[config.mk]
export PLATFORM = sky130hd
export DESIGN_NAME = microwave_panel_flat
export DESIGN_NICKNAME = d
export VERILOG_FILES = /design/src/rtl/microwave_panel_pkg.sv /design/src/rtl/microwave_panel_if.sv /design/src/rtl/microwave_panel_btn_edge.sv /design/src/rtl/microwave_panel.sv /design/src/flat_wrapper.sv
export SDC_FILE = /design/constraint.sdc
export NUM_CORES = 1
export LEC_CHECK = 0
export BUFFER_PORTS_ARGS = -buffer_cell sky130_fd_sc_hd__buf_2
export CAP_MARGIN = 40
export CORE_AREA = 2 2 85 46
export CTS_CLUSTER_SIZE = 20
export DETAILED_ROUTE_END_ITERATION = 8
export DIE_AREA = 0 0 87 48
export PLACE_DENSITY = 0.63
export SETUP_SLACK_MARGIN = 0.2
export SYNTH_ARGS = -nofsm -noshare
export SYNTH_HDL_FRONTEND = slang
export SYNTH_SLANG_ARGS = --single-unit
[constraint.sdc]
create_clock -name clk -period 3.6 [get_ports clk]
set_input_delay 0.72 -clock clk [delete_from_list [all_inputs] [get_ports clk]]
set_output_delay 0.72 -clock clk [all_outputs]
set_load 0.02 [all_outputs]
[src/rtl/microwave_panel_pkg.sv]
// Shared constants and types for the microwave front panel.
// State codes, time-entry width and button bit positions.
package microwave_panel_pkg;

  localparam int TIME_W = 4;

  typedef logic [TIME_W-1:0] time_t;
  typedef logic [2:0]        state_t;

  localparam state_t ST_IDLE  = 3'd0;
  localparam state_t ST_SET   = 3'd1;
  localparam state_t ST_RUN   = 3'd2;
  localparam state_t ST_PAUSE = 3'd3;
  localparam state_t ST_DONE  = 3'd4;

  localparam int BTN_INC   = 0;
  localparam int BTN_DEC   = 1;
  localparam int BTN_START = 2;
  localparam int BTN_STOP  = 3;

endpackage

[src/rtl/microwave_panel_if.sv]
// Panel bus: buttons, door, range power status in; tin/r/beep/state out.
// master = panel/range side driving inputs, slave = the controller.
interface microwave_panel_if;
  import microwave_panel_pkg::*;

  logic   btn_inc;
  logic   btn_dec;
  logic   btn_start;
  logic   btn_stop;
  logic   door_open;
  logic   p;
  time_t  tin;
  logic   r;
  logic   beep;
  state_t state;

  modport master (
    output btn_inc, btn_dec, btn_start, btn_stop,
    output door_open, p,
    input  tin, r, beep, state
  );

  modport slave (
    input  btn_inc, btn_dec, btn_start, btn_stop,
    input  door_open, p,
    output tin, r, beep, state
  );

endinterface

[src/rtl/microwave_panel_btn_edge.sv]
// Rising-edge detector for N level buttons with registered history.
// Ports: clk, rst (sync, high), btn[N] levels, rise[N] one-cycle edges.
module microwave_panel_btn_edge #(
  parameter int N = 4
) (
  input  logic         clk,
  input  logic         rst,
  input  logic [N-1:0] btn,
  output logic [N-1:0] rise
);

  logic [N-1:0] prev;

  always_ff @(posedge clk) begin
    if (rst) prev <= '0;
    else     prev <= btn;
  end

  assign rise = btn & ~prev;

endmodule

[src/rtl/microwave_panel.sv]
// Front-panel FSM feeding time entry and run request to the range.
// Ports: clk, rst (sync, high), bus (slave): buttons/door/p in, tin/r/beep/state out.
module microwave_panel
  import microwave_panel_pkg::*;
#(
  parameter int unsigned TMAX     = 15,
  parameter int unsigned BEEP_LEN = 8,
  parameter int unsigned START_TO = 4
) (
  input logic              clk,
  input logic              rst,
  microwave_panel_if.slave bus
);

  localparam int BW = $clog2(BEEP_LEN + 1);
  localparam int TW = $clog2(START_TO + 1);

  localparam time_t          T_ONE   = time_t'(1);
  localparam time_t          T_MAX   = time_t'(TMAX);
  localparam logic [BW-1:0]  B_ONE   = BW'(1);
  localparam logic [BW-1:0]  B_LAST  = BW'(BEEP_LEN - 1);
  localparam logic [TW-1:0]  TO_ONE  = TW'(1);
  localparam logic [TW-1:0]  TO_LAST = TW'(START_TO - 1);

  logic [3:0] btn_v;
  logic [3:0] rise;

  assign btn_v[BTN_INC]   = bus.btn_inc;
  assign btn_v[BTN_DEC]   = bus.btn_dec;
  assign btn_v[BTN_START] = bus.btn_start;
  assign btn_v[BTN_STOP]  = bus.btn_stop;

  microwave_panel_btn_edge #(.N(4)) u_btn_edge (
    .clk  (clk),
    .rst  (rst),
    .btn  (btn_v),
    .rise (rise)
  );

  // Only the highest-priority edge of a cycle is acted on.
  logic do_stop, do_start, do_inc, do_dec, any_edge;

  assign do_stop  = rise[BTN_STOP];
  assign do_start = rise[BTN_START] & ~rise[BTN_STOP];
  assign do_inc   = rise[BTN_INC] & ~rise[BTN_START]
                  & ~rise[BTN_STOP];
  assign do_dec   = rise[BTN_DEC] & ~rise[BTN_INC]
                  & ~rise[BTN_START] & ~rise[BTN_STOP];
  assign any_edge = |rise;

  state_t        state_q, state_d;
  time_t         tin_q, tin_d;
  logic          r_q, beep_q;
  logic          seen_q, seen_d;
  logic [TW-1:0] to_q, to_d;
  logic [BW-1:0] bp_q, bp_d;

  always_comb begin
    state_d = state_q;
    tin_d   = tin_q;
    seen_d  = seen_q;
    to_d    = to_q;
    bp_d    = bp_q;
    case (state_q)
      ST_IDLE: begin
        if (do_inc) begin
          tin_d   = T_ONE;
          state_d = ST_SET;
        end
      end
      ST_SET: begin
        if (do_stop) begin
          tin_d   = '0;
          state_d = ST_IDLE;
        end else if (do_start) begin
          if (!bus.door_open) begin
            state_d = ST_RUN;
            seen_d  = 1'b0;
            to_d    = '0;
          end
        end else if (do_inc) begin
          if (tin_q < T_MAX) tin_d = tin_q + T_ONE;
        end else if (do_dec) begin
          tin_d = tin_q - T_ONE;
          if (tin_q == T_ONE) state_d = ST_IDLE;
        end
      end
      ST_RUN: begin
        if (bus.p) seen_d = 1'b1;
        if (bus.door_open || do_stop) begin
          state_d = ST_PAUSE;
        end else if (seen_q && !bus.p) begin
          state_d = ST_DONE;
          tin_d   = '0;
          bp_d    = '0;
        end else if (!seen_q && !bus.p
                     && to_q == TO_LAST) begin
          // range never raised p: give the entry back
          state_d = ST_SET;
        end else if (to_q < TO_LAST) begin
          to_d = to_q + TO_ONE;
        end
      end
      ST_PAUSE: begin
        if (do_stop) begin
          tin_d   = '0;
          state_d = ST_IDLE;
        end else if (do_start && !bus.door_open) begin
          state_d = ST_RUN;
          seen_d  = 1'b0;
          to_d    = '0;
        end
      end
      ST_DONE: begin
        // any activity just silences the beeper
        if (any_edge || bus.door_open) begin
          state_d = ST_IDLE;
        end else if (bp_q == B_LAST) begin
          state_d = ST_IDLE;
        end else begin
          bp_d = bp_q + B_ONE;
        end
      end
      default: begin
        state_d = ST_IDLE;
        tin_d   = '0;
      end
    endcase
  end

  always_ff @(posedge clk) begin
    if (rst) begin
      state_q <= ST_IDLE;
      tin_q   <= '0;
      r_q     <= 1'b0;
      beep_q  <= 1'b0;
      seen_q  <= 1'b0;
      to_q    <= '0;
      bp_q    <= '0;
    end else begin
      state_q <= state_d;
      tin_q   <= tin_d;
      r_q     <= (state_d == ST_RUN);
      beep_q  <= (state_d == ST_DONE);
      seen_q  <= seen_d;
      to_q    <= to_d;
      bp_q    <= bp_d;
    end
  end

  assign bus.tin   = tin_q;
  assign bus.r     = r_q;
  assign bus.beep  = beep_q;
  assign bus.state = state_q;

endmodule

[src/flat_wrapper.sv]
// flat-port wrapper written by rule: the top's interface ports become plain ports
module microwave_panel_flat import microwave_panel_pkg::*;
#(
  parameter int unsigned TMAX     = 15,
  parameter int unsigned BEEP_LEN = 8,
  parameter int unsigned START_TO = 4
)
  (clk, rst, bus_btn_inc, bus_btn_dec, bus_btn_start, bus_btn_stop, bus_door_open, bus_p, bus_tin, bus_r, bus_beep, bus_state);
  microwave_panel_if bus_i ();
  input logic clk;
  input logic rst;
  input wire logic [$bits(bus_i.btn_inc)-1:0] bus_btn_inc;
  input wire logic [$bits(bus_i.btn_dec)-1:0] bus_btn_dec;
  input wire logic [$bits(bus_i.btn_start)-1:0] bus_btn_start;
  input wire logic [$bits(bus_i.btn_stop)-1:0] bus_btn_stop;
  input wire logic [$bits(bus_i.door_open)-1:0] bus_door_open;
  input wire logic [$bits(bus_i.p)-1:0] bus_p;
  output wire logic [$bits(bus_i.tin)-1:0] bus_tin;
  output wire logic [$bits(bus_i.r)-1:0] bus_r;
  output wire logic [$bits(bus_i.beep)-1:0] bus_beep;
  output wire logic [$bits(bus_i.state)-1:0] bus_state;
  assign bus_i.btn_inc = bus_btn_inc;
  assign bus_i.btn_dec = bus_btn_dec;
  assign bus_i.btn_start = bus_btn_start;
  assign bus_i.btn_stop = bus_btn_stop;
  assign bus_i.door_open = bus_door_open;
  assign bus_i.p = bus_p;
  assign bus_tin = bus_i.tin;
  assign bus_r = bus_i.r;
  assign bus_beep = bus_i.beep;
  assign bus_state = bus_i.state;
  microwave_panel #(.TMAX(TMAX), .BEEP_LEN(BEEP_LEN), .START_TO(START_TO)) u_core (.clk(clk), .rst(rst), .bus(bus_i));
endmodule
==> run_results.csv <==
group,metric,value,unit
critical_path,worstPathArrival,2.22,ns
logic_synthesis,synthTopCellsByArea,"dfxtp_1 (36%), ha_1 (6.4%), a21oi_1 (4.7%)",
die,design.die.area,4180,um2
logic_synthesis,synth_top_area_share,0.360,
die,die_h,48,um
clock_network,clock-root-buffer,"clkbuf_8",
die,start_util,0.347,
global_routing,antenna_found_initial,0,
logic_synthesis,syn_inst,139,
place,io_buffers,16,
flow_run,cap_violations,0,
finish,final_core_util,0.396,
clock_network,htreeDepth,1,
place,dp_cells,193,
detailed_routing,vias_per_cell,5.48,
critical_path,required,3.74,ns
logic_synthesis,synth_compound_area_frac,0.197,
finish,layout_commonest_cell,"dfxtp_1",
timing,final_hold_viol_count,0,
finish,n_antenna_cell,0,
finish,drive_gt1_frac,0.168,
detailed_routing,ant_nets,0,
detailed_routing,num_vias,1080,
logic_synthesis,yosys.area_share.simple,0.326,
timing,setup_viol,0,
finish,final_cell_mix,"dfxtp_1 (21), buf_2 (16), a21oi_1 (11)",
critical_path,reg2reg_depth,5,
timing,fin_crit,2.08,ns
clock_network,tritoncts,"built",
finish,area_delta_synth_final,13.9,%
global_routing,grt_pass1_vias,987,
logic_synthesis,synth_xor_area_frac,0.00750,
logic_synthesis,synth_seq_cells,21,
clock_network,clock_path_buffers,2,
power_and_ir_drop,p_total,0.000455,W
timing,maxSlewHeadroom,0.666,
clock_network,numCtsBuffers,3,
logic_synthesis,ys_types,45,
critical_path,cp_max_fo,10,
status,status,"finished clean",
die,rows,15,
detailed_routing,first_pass_iters,4,
min_path,worstHoldPathCells,2,
min_path,hp-class,"flip-flop to flip-flop",
logic_synthesis,syn-cell-area,1170,um2
logic_synthesis,syn_nets,153,
logic_synthesis,ys_seq_area_frac,0.360,
clock_network,hold_buffers,0,
place,hpwlAfterDp,1.99,mm
power_and_ir_drop,power_density,342,nW/um2
power_and_ir_drop,leakage,0.504,nW
detailed_routing,routedWlPerCell,13.3,um
place,gp_congestion,0.840,
global_routing,grt_pass1_wl,4.63,mm
logic_synthesis,synth_mux_area_frac,0.0182,
logic_synthesis,yosys_warnings,0,
global_routing,grtUsageTotal,0.147,
die,core-area,3360,um2
clock_network,clkSinkCount,21,
critical_path,start_kind,"flip-flop",
clock_network,path_clk_slew,0.07,ns
logic_synthesis,synth-main-ff-cell,"dfxtp_1",
logic_synthesis,yosys.area.top_type,"dfxtp_1",
logic_synthesis,synthAdderAreaFrac,0.0643,
timing,rsz0062_at_grt,"false",
critical_path,critical_path_class,"flip-flop to flip-flop",
detailed_routing,route.detailed.drc,0,
clock_network,clock_latency,0.26,ns
timing,finalMaxSlewViolations,0,
global_routing,grt_max_degree,21,
die,die_width,87,um
detailed_routing,drt-total-wl,2.62,mm
finish,nets,170,
logic_synthesis,synth_top_family_by_area,"simple AND/OR/NAND/NOR gates",
timing,clock_skew,0.00275,ns
logic_synthesis,synth.avg_cell_area,8.40,um2
die,io_pins,17,
logic_synthesis,synth_edf_count,0,
global_routing,overflow,0,
finish,fin_cells,197,
critical_path,endpoint_kind,"flip-flop",
logic_synthesis,synth-async-reset-ratio,0,
clock_network,cts_resized,0,
clock_network,post_cts_buffers,0,
power_and_ir_drop,peakVddDrop,0.112,mV
timing,clock.fmax,481,MHz
timing,setup-tns-final,0,ns
detailed_routing,first_iter_violations,78,
finish,n_fill_cell,359,
timing,tightest_slew,0.494,ns
timing,finalCritPeriodShare,0.578,
[worst paths after layout]
| path | startpoint | endpoint | slack [ns] |
|---|---|---|---|
| min reg2reg | u_core.to_q[1] | u_core.to_q[1] | 0.48 |
| max reg2reg | u_core.bus.state[2] | u_core.bp_q[3] | 1.52 |
| min | u_core.to_q[1] | u_core.to_q[1] | 0.48 |
| max | u_core.bus.state[2] | u_core.bp_q[3] | 1.52 |
[critical path, stage by stage (launching register included)]
cell and delay [ns]:
dfxtp_1 0.49, or3b_1 0.45, or4_4 0.53, o2bb2a_4 0.25, nor3b_2 0.20, nor3_2 0.05
[flip-flops by register name (all words and copies together), names as in the netlist]
register	count
u_core.to_q	3
u_core.bus.r	1
u_core.seen_q	1
u_core.bus.state	3
u_core.u_btn_edge.prev	4
u_core.bus.beep	1
u_core.bp_q	4
u_core.bus.tin	4
[kinds of logic (layout without fill, tap and decap cells)]
| kind of cell | count (synthesis) | count (layout) |
|---|---|---|
| flops | 21 | 21 |
| mux | 2 | 2 |
| buf+inv | 8 | 24 |
| fa+ha+maj | 6 | 6 |
| xor+xnor | 1 | 1 |
| compound gates | 34 | 34 |
| simple gates | 67 | 67 |
[stage by stage]
| step | instance area, um2 | hold WS, ns | setup slack (ns) |
|---|---|---|---|
| after global routing | 1330 | 0.524 | 1.40 |
| final | 1330 | 0.478 | 1.52 |
| after CTS | 1330 | 0.484 | 1.52 |
| after detailed placement | 1280 | 0.473 | 1.30 |
| after floorplan | 1170 | 0.445 | 1.57 |
| after global placement | 1280 | 0.461 | 1.35 |
[area by class of cell]
class                           instances  area [um2]  area share
Tap cell                               42        52.6      0.0395
Clock buffer                            3        41.3      0.0310
Multi-Input combinational cell        110         716       0.538
Inverter                                4        15.0      0.0113
Clock inverter                          1        5.00     0.00376
Sequential cell                        21         420       0.316
Timing Repair Buffer                   16        80.1      0.0602
[cells in the mapped netlist, types with 2 or more instances]
master    instances
nor2b_1           7
o21bai_1          2
nor2_1           10
nand2b_1          6
o21ai_0           4
a21oi_1          11
a31oi_1           4
inv_1             4
o211ai_1          2
nand3_1           6
nand2_1          10
ha_1              6
or3_1             7
dfxtp_1          21
clkbuf_1          3
nor3_1            7
[where the power goes]
group / internal (W) / switching [W]
logic: 0.0000223 / 0.0000352
registers: 0.000237 / 0.00000582
clock network: 0.0000771 / 0.0000775
total: 0.000336 / 0.000119
[routing by layer]
layer | share of wire | global-route usage | up-vias
li1 | - | - | 542
met1 | 0.48 | 0.188 | 510
met2 | 0.44 | 0.241 | 23
met3 | 0.058 | 0.0448 | 5
met4 | 0.016 | 0.0563 | 0
met5 | 0 | 0 | -
Note: power is estimated with default switching activity, not from simulation.
